File: src/rtl/clkdiv_sched.sv
// Switch-selected glitch-free clock divider.
// Ratio changes are filtered, then applied only at a clk_out period boundary.
module clkdiv_sched #(
    parameter int DIV0   = 2,
    parameter int DIV1   = 4,
    parameter int DIV2   = 8,
    parameter int DIV3   = 16,
    parameter int STABLE = 4,
    parameter int CW     = 8
) (
    input  logic       clk,
    input  logic       rst,
    input  logic [1:0] sw,
    output logic       clk_out,
    output logic [1:0] sel_cur,
    output logic       busy,
    output logic       chg
);

    typedef enum logic [1:0] {IDLE, SETTLE, PEND} state_t;

    localparam int SCW = (STABLE > 1) ? $clog2(STABLE) : 1;
    localparam logic [SCW-1:0] ST_LAST = SCW'(STABLE - 1);
    localparam logic [CW-1:0]  HM0 = CW'(DIV0 / 2 - 1);
    localparam logic [CW-1:0]  HM1 = CW'(DIV1 / 2 - 1);
    localparam logic [CW-1:0]  HM2 = CW'(DIV2 / 2 - 1);
    localparam logic [CW-1:0]  HM3 = CW'(DIV3 / 2 - 1);

    logic [1:0]     sw_m, sw_s;
    logic [CW-1:0]  cnt, half_m1;
    state_t         state, state_d;
    logic [SCW-1:0] st_cnt, st_cnt_d;
    logic [1:0]     sel_nxt, sel_nxt_d;
    logic           boundary, apply;

    always_comb begin
        half_m1 = HM0;
        case (sel_cur)
            2'b00: half_m1 = HM0;
            2'b01: half_m1 = HM1;
            2'b10: half_m1 = HM2;
            2'b11: half_m1 = HM3;
            default: half_m1 = HM0;
        endcase
    end

    // Boundary is the falling edge that closes a full period.
    assign boundary = (cnt == half_m1) && clk_out;
    assign apply    = (state == PEND) && boundary;
    assign busy     = (state != IDLE);

    always_ff @(posedge clk or posedge rst) begin
        if (rst) begin
            sw_m <= 2'b00;
            sw_s <= 2'b00;
        end else begin
            sw_m <= sw;
            sw_s <= sw_m;
        end
    end

    always_ff @(posedge clk or posedge rst) begin
        if (rst) begin
            cnt     <= '0;
            clk_out <= 1'b0;
            sel_cur <= 2'b00;
            chg     <= 1'b0;
        end else begin
            if (cnt == half_m1) begin
                cnt     <= '0;
                clk_out <= ~clk_out;
            end else begin
                cnt <= cnt + 1'b1;
            end
            chg <= apply;
            if (apply) sel_cur <= sel_nxt;
        end
    end

    always_ff @(posedge clk or posedge rst) begin
        if (rst) begin
            state   <= IDLE;
            st_cnt  <= '0;
            sel_nxt <= 2'b00;
        end else begin
            state   <= state_d;
            st_cnt  <= st_cnt_d;
            sel_nxt <= sel_nxt_d;
        end
    end

    always_comb begin
        state_d   = state;
        st_cnt_d  = st_cnt;
        sel_nxt_d = sel_nxt;
        case (state)
            IDLE: begin
                if (sw_s != sel_cur) begin
                    sel_nxt_d = sw_s;
                    st_cnt_d  = '0;
                    state_d   = SETTLE;
                end
            end
            SETTLE: begin
                if (sw_s == sel_cur) begin
                    state_d = IDLE;
                end else if (sw_s != sel_nxt) begin
                    sel_nxt_d = sw_s;
                    st_cnt_d  = '0;
                end else if (st_cnt == ST_LAST) begin
                    state_d = PEND;
                end else begin
                    st_cnt_d = st_cnt + 1'b1;
                end
            end
            PEND: begin
                if (apply) state_d = IDLE;
            end
            default: state_d = IDLE;
        endcase
    end

endmodule

File: config.mk
export PLATFORM = sky130hd
export DESIGN_NAME = clkdiv_sched
export DESIGN_NICKNAME = d
export VERILOG_FILES = /design/src/rtl/clkdiv_sched.sv
export SDC_FILE = /design/constraint.sdc
export NUM_CORES = 1
export LEC_CHECK = 0
export ABC_AREA = 1
export CORE_MARGIN = 1.5
export CORE_UTILIZATION = 59
export CTS_CLUSTER_SIZE = 30
export DETAILED_ROUTE_END_ITERATION = 8
export GPL_ROUTABILITY_DRIVEN = 1
export PLACE_DENSITY = 0.9
export SYNTH_ARGS = -nofsm -noshare
export SYNTH_HDL_FRONTEND = slang
export SYNTH_SLANG_ARGS = --single-unit
File: constraint.sdc
create_clock -name clk -period 3.13 [get_ports clk]
set_input_delay 0.313 -clock clk [delete_from_list [all_inputs] [get_ports clk]]
set_output_delay 0.313 -clock clk [all_outputs]
set_load 0.005 [all_outputs]
==> qor.yml, run 1 <==
cts_tree: "done"
ys_seq_elements: 22
die_w_um: 45.4
antenna_found_initial: 0
cap_violations: 0
ctsResizeCount: 0
setup_tns_ns: 0
async_flop_share_pct: 100
grtUsageMet3_pct: 2.38
clk_path_buf_depth: 2
synth_top_area_share_pct: 51.9
crit_buf_inv: 1
powerDensity_nw_per_um2: 530
cts_setup_buffers: 0
grt_use_total_pct: 20.7
critPathLaunchType: "flip-flop"
nNetsFinal: 144
power_frac_clock_pct: 24.1
hold_viol: 0
peakVddDrop_v: 0.000318
worst_pin_slew_ns: 0.795
power_leakage_nw: 0.664
place_congestion: 0.835
ant_nets: 0
vias_per_cell: 5.02
drive_above_1_share_pct: 6.57
dr.pass1.iters: 4
power.internal_uw: 442
pwr-share-seq_pct: 55.0
grt_pass1_wl_mm: 3.03
grtUsageMet2_pct: 35.2
grt_pass1_vias: 756
slew_violations: 0
synth_commonest_cells: "nand2_1, dfrtp_1, inv_1, nor2_1, nand4_1"
cts.sinks: 22
path_delay_family: "buffers and inverters"
p_comb_share_pct: 20.9
synth_ff_type: "dfrtp_1"
dpl.hpwl_mm: 1.41
skew_ns: 0.0107
syn-num-nets: 132
outcome: "finished clean"
grt.busiest_layer: "met2"
start_util_pct: 62.1
utilization_pct: 70.1
critPathArrivalTime_ns: 1.37
setup_viol: 0
switching_power_uw: 192
syn-cell-area_um2: 1060
rsz0062_at_grt: "false"
clk_pin_slew_ns: 0.11
coreArea_um2: 1710
cts-hold-fix-buffers: 0
via_count: 813
period_share_pct: 53.8
syn_avg_cell_area_um2: 8.42
instances_no_fill: 162
ios: 9
criticalPathCategory: "reg2out"
synth_area_leaders: "dfrtp_1, nand2_1, inv_1"
numCtsBuffers: 3
seq_area_frac_synth_pct: 51.9
crit_slowest_cell: "clkdlybuf4s50_1"
synth-edff-count: 0
die-area_um2: 2060
wirelength_mm: 1.83
p_sw_share_pct: 30.3
required_ns: 2.82
drt-initial-drc-count: 24
antenna_cells: 0
path_cells: "clkdlybuf4s50_1"
grtUsageMet1_pct: 25.8
worst-path-max-fanout: 9
avgRoutedWirePerCell_um: 11.3
end_kind: "output port"
drc: 0
fmax_mhz: 594
slew-limit-headroom_pct: 46.9
hold_class: "reg2reg"
dp.cells: 158
insertion_delay_ns: 0.31
root_buffer: "clkbuf_4"
synth.most_common_cell: "nand2_1"
synth.largest_area_cell: "dfrtp_1"
synth_cells: 126
dpl-instance-area_um2: 1160
ys_types: 18
overflow: 0
rows: 15
fp.dieH_um: 45.4
fin_area_um2: 1200
grt_max_degree: 23
max_stage_delay_ns: 0.56
period_minus_slack_ns: 1.68
port-buffer-count: 8
htree_levels: 1
synth_warnings: 0
syn2layout_area_growth_pct: 12.9
path summary, 6_finish.rpt:
path                            startpoint         end  slack [ns]  cells after the start
worst max-delay path            sel_cur[1]  sel_cur[1]        1.45                      1
worst min-delay path               sw_m[0]     sw_s[0]        0.36                      0
worst max register to register  sel_cur[1]    state[1]        1.77                      7
worst min register to register     sw_m[0]     sw_s[0]        0.36                      0
max in group asynchronous              rst     sw_m[1]        2.19                      2
min in group asynchronous              rst   st_cnt[0]        0.44                      2
cells by family (layout without fill, tap and decap cells):
kind of cell	count (synthesis)	count (layout)	synth area share, %
flops	22	22	51.9
fa+ha+maj	2	2	2.36
simple gates	69	69	29.0
buf+inv	22	33	8.49
compound gates	3	3	1.65
xor+xnor	8	8	6.60
registers in the layout, indices dropped and copies added (netlist names):
name and flops:
chg 1, clk_out 1, cnt 8, sel_cur 2, sel_nxt 2, st_cnt 2, state 2, sw_m 2
sw_s 2
cell usage in the layout, fill, tap and decap left out, types with 2 or more instances in the layout:
master / n
ha_1: 2
xor2_1: 4
nand2_2: 2
nand2_1: 31
nor2_1: 20
dfrtp_1: 22
xnor2_1: 4
clkbuf_4: 3
inv_1: 20
nand4_1: 8
nand3_1: 4
clkdlybuf4s50_1: 8
o21ai_0: 2
stage by stage:
stage               setup slack [ns]  hold slack (ns)  total power [mW]
global route                    1.36            0.372             0.665
finish                          1.45            0.362             0.634
detailed placement              1.77            0.339             0.488
CTS                             1.43            0.365             0.637
floorplan                       1.91            0.302             0.441
global placement                1.81            0.334             0.478
power by group through the flow:
stage,Clock [mW],Sequential (mW),Combinational [mW]
2_1_floorplan,0,0.345,0.0959
3_3_place_gp,0,0.350,0.128
3_5_place_dp,0,0.354,0.134
4_1_cts,0.154,0.348,0.135
5_1_grt,0.164,0.352,0.149
6_report,0.153,0.349,0.132
per-layer routing:
| metal | up-vias | share of wire (%) |
|---|---|---|
| li1 | 409 | - |
| met1 | 379 | 46 |
| met2 | 21 | 50 |
| met3 | 4 | 2.5 |
| met4 | 0 | 1.3 |
| met5 | - | 0 |
layout make-up:
type | count | area (µm²)
sequential | 22 | 551
multi-input combinational | 82 | 420
inverter | 21 | 78.8
tap | 25 | 31.3
fill | 127 | 510
timing repair buffer | 8 | 80.1
clock buffer | 4 | 36.3
(Power assumes the default switching activity.)
==> run 2: changes to the inputs <==
--- a/config.mk
+++ b/config.mk
@@ -7,11 +7,11 @@
 export LEC_CHECK = 0
 export ABC_AREA = 1
 export CORE_MARGIN = 1.5
-export CORE_UTILIZATION = 59
+export CORE_UTILIZATION = 55
 export CTS_CLUSTER_SIZE = 30
 export DETAILED_ROUTE_END_ITERATION = 8
 export GPL_ROUTABILITY_DRIVEN = 1
-export PLACE_DENSITY = 0.9
+export PLACE_DENSITY = 0.85
 export SYNTH_ARGS = -nofsm -noshare
 export SYNTH_HDL_FRONTEND = slang
 export SYNTH_SLANG_ARGS = --single-unit
==> constraint.sdc (replaced) <==
create_clock -name clk -period 1.6 [get_ports clk]
set_input_delay 0.16 -clock clk [delete_from_list [all_inputs] [get_ports clk]]
set_output_delay 0.16 -clock clk [all_outputs]
set_load 0.005 [all_outputs]
==> run 2 against run 1 <==
Against the previous run:
- sequential share of layout area down 0.23 points
- critical endpoint is now sel_cur[0]
- wire length down 9.6%
- clock skew about the same
- via count down 2.7%
- count of clock-buffer cells in the layout unchanged
==> qor.yml, run 2 (same netlist as run 1, synthesis figures left out) <==
clk_path_buf_depth: 2
worst-path-max-fanout: 7
cts_tree: "done"
setup_viol: 0
slew-limit-headroom_pct: 79.8
nNetsFinal: 145
top_register: "cnt"
layout_commonest_cell: "nand2_1"
worst_pin_slew_ns: 0.301
period_share_pct: 93.8
place_congestion: 0.808
insertion_delay_ns: 0.30
max_stage_delay_ns: 0.55
setup_tns_ns: 0
skew_ns: 0.0107
report.power.total_mw: 1.23
period_minus_slack_ns: 1.50
fmax_mhz: 666
path_cells: "clkdlybuf4s50_1"
numCtsBuffers: 3
ios: 9
critPathLaunchType: "flip-flop"
grt_max_degree: 23
rsz0062_at_grt: "false"
drive_above_1_share_pct: 7.97
outcome: "finished clean"
avgRoutedWirePerCell_um: 10.1
antenna_cells: 0
coreArea_um2: 1760
dr.pass1.iters: 4
grt_pass1_wl_mm: 2.68
fin_area_um2: 1210
cap_violations: 0
instances_no_fill: 163
syn2layout_area_growth_pct: 13.7
path_delay_family: "buffers and inverters"
hold_class: "in2async"
largest_register_ffs: 8
dpl.hpwl_mm: 1.30
die_w_um: 46.9
antenna_found_initial: 0
wirelength_mm: 1.65
critPathArrivalTime_ns: 1.34
ant_nets: 0
layout_common_cells: "nand2_1, dfrtp_1, inv_1, nor2_1"
clk_pin_slew_ns: 0.12
port-buffer-count: 8
hold_viol: 0
rows: 15
overflow: 0
dp.cells: 159
powerDensity_nw_per_um2: 1020
fp.dieH_um: 46.9
slew_violations: 0
fin_ws_ns: 0.0986
via_count: 791
vias_per_cell: 4.85
drc: 0
root_buffer: "clkbuf_4"
grt_pass1_vias: 664
die-area_um2: 2200
cts.sinks: 22
crit_buf_inv: 1
place_ws_ns: 0.254
htree_levels: 1
criticalPathCategory: "reg2out"
grt_use_total_pct: 17.8
drt-initial-drc-count: 12
crit_slowest_cell: "clkdlybuf4s50_1"
peakVddDrop_v: 0.000695
power_leakage_nw: 0.667
dpl-instance-area_um2: 1170
start_util_pct: 60.1
end_kind: "output port"
required_ns: 1.44
cts_setup_buffers: 0
-- run 2: cell count changes in the layout (fill, tap and decap cells not counted) --
cell     previous run  this run
buf_4               0         1
dfrtp_1            22        21
dfrtp_2             0         1
-- run 2: per-stage QoR --
stage	util, %	hold WS [ns]
after floorplan	-	0.149
after global placement	66.2	0.334
after detailed placement	66.2	0.343
after CTS	68.3	0.179
after global routing	68.4	0.203
final	68.4	0.168
-- run 2: layout make-up --
| type | count | area, µm² |
|---|---|---|
| fillers | 152 | 558 |
| flip-flops and latches | 22 | 552 |
| multi-input cells | 82 | 420 |
| repair buffers | 9 | 87.6 |
| inverters | 21 | 78.8 |
| clock buffers | 4 | 36.3 |
| well taps | 25 | 31.3 |
-- run 2: where the power goes --
| part | switching [mW] | leakage, nW | internal, mW | total (mW) |
|---|---|---|---|---|
| clock network | 0.156 | 0.0210 | 0.139 | 0.295 |
| registers | 0.0645 | 0.285 | 0.611 | 0.675 |
| logic | 0.142 | 0.361 | 0.117 | 0.259 |
| total | 0.363 | 0.667 | 0.866 | 1.23 |
-- run 2: per-layer routing --
layer / GRT usage (%) / share of wire [%] / wire [µm]
met5: 0 / 0 / 0
met4: 8.33 / 1.9 / 31
met3: 3.46 / 2.8 / 46
met2: 29.0 / 45 / 749
met1: 22.8 / 50 / 823
-- run 2: what timing repair did --
item	4_1_cts	5_1_grt
endpoints found under the setup margin	0	1
gates resized for setup	0	1
hold buffers	0	0
-- run 2: path summary, 6_finish.rpt --
check | startpoint | to | slack, ns | cells after the start
hold reg to reg | sw_m[0] | sw_s[0] | 0.36 | 0
setup reg to reg | cnt[5] | state[1] | 0.27 | 8
max in group asynchronous | rst | sel_cur[1] | 1.21 | 3
setup / recovery | sel_cur[0] | sel_cur[0] | 0.1 | 1
min in group clk | sw[0] | sw_m[0] | 0.29 | 1
hold / removal | rst | sw_s[0] | 0.17 | 3
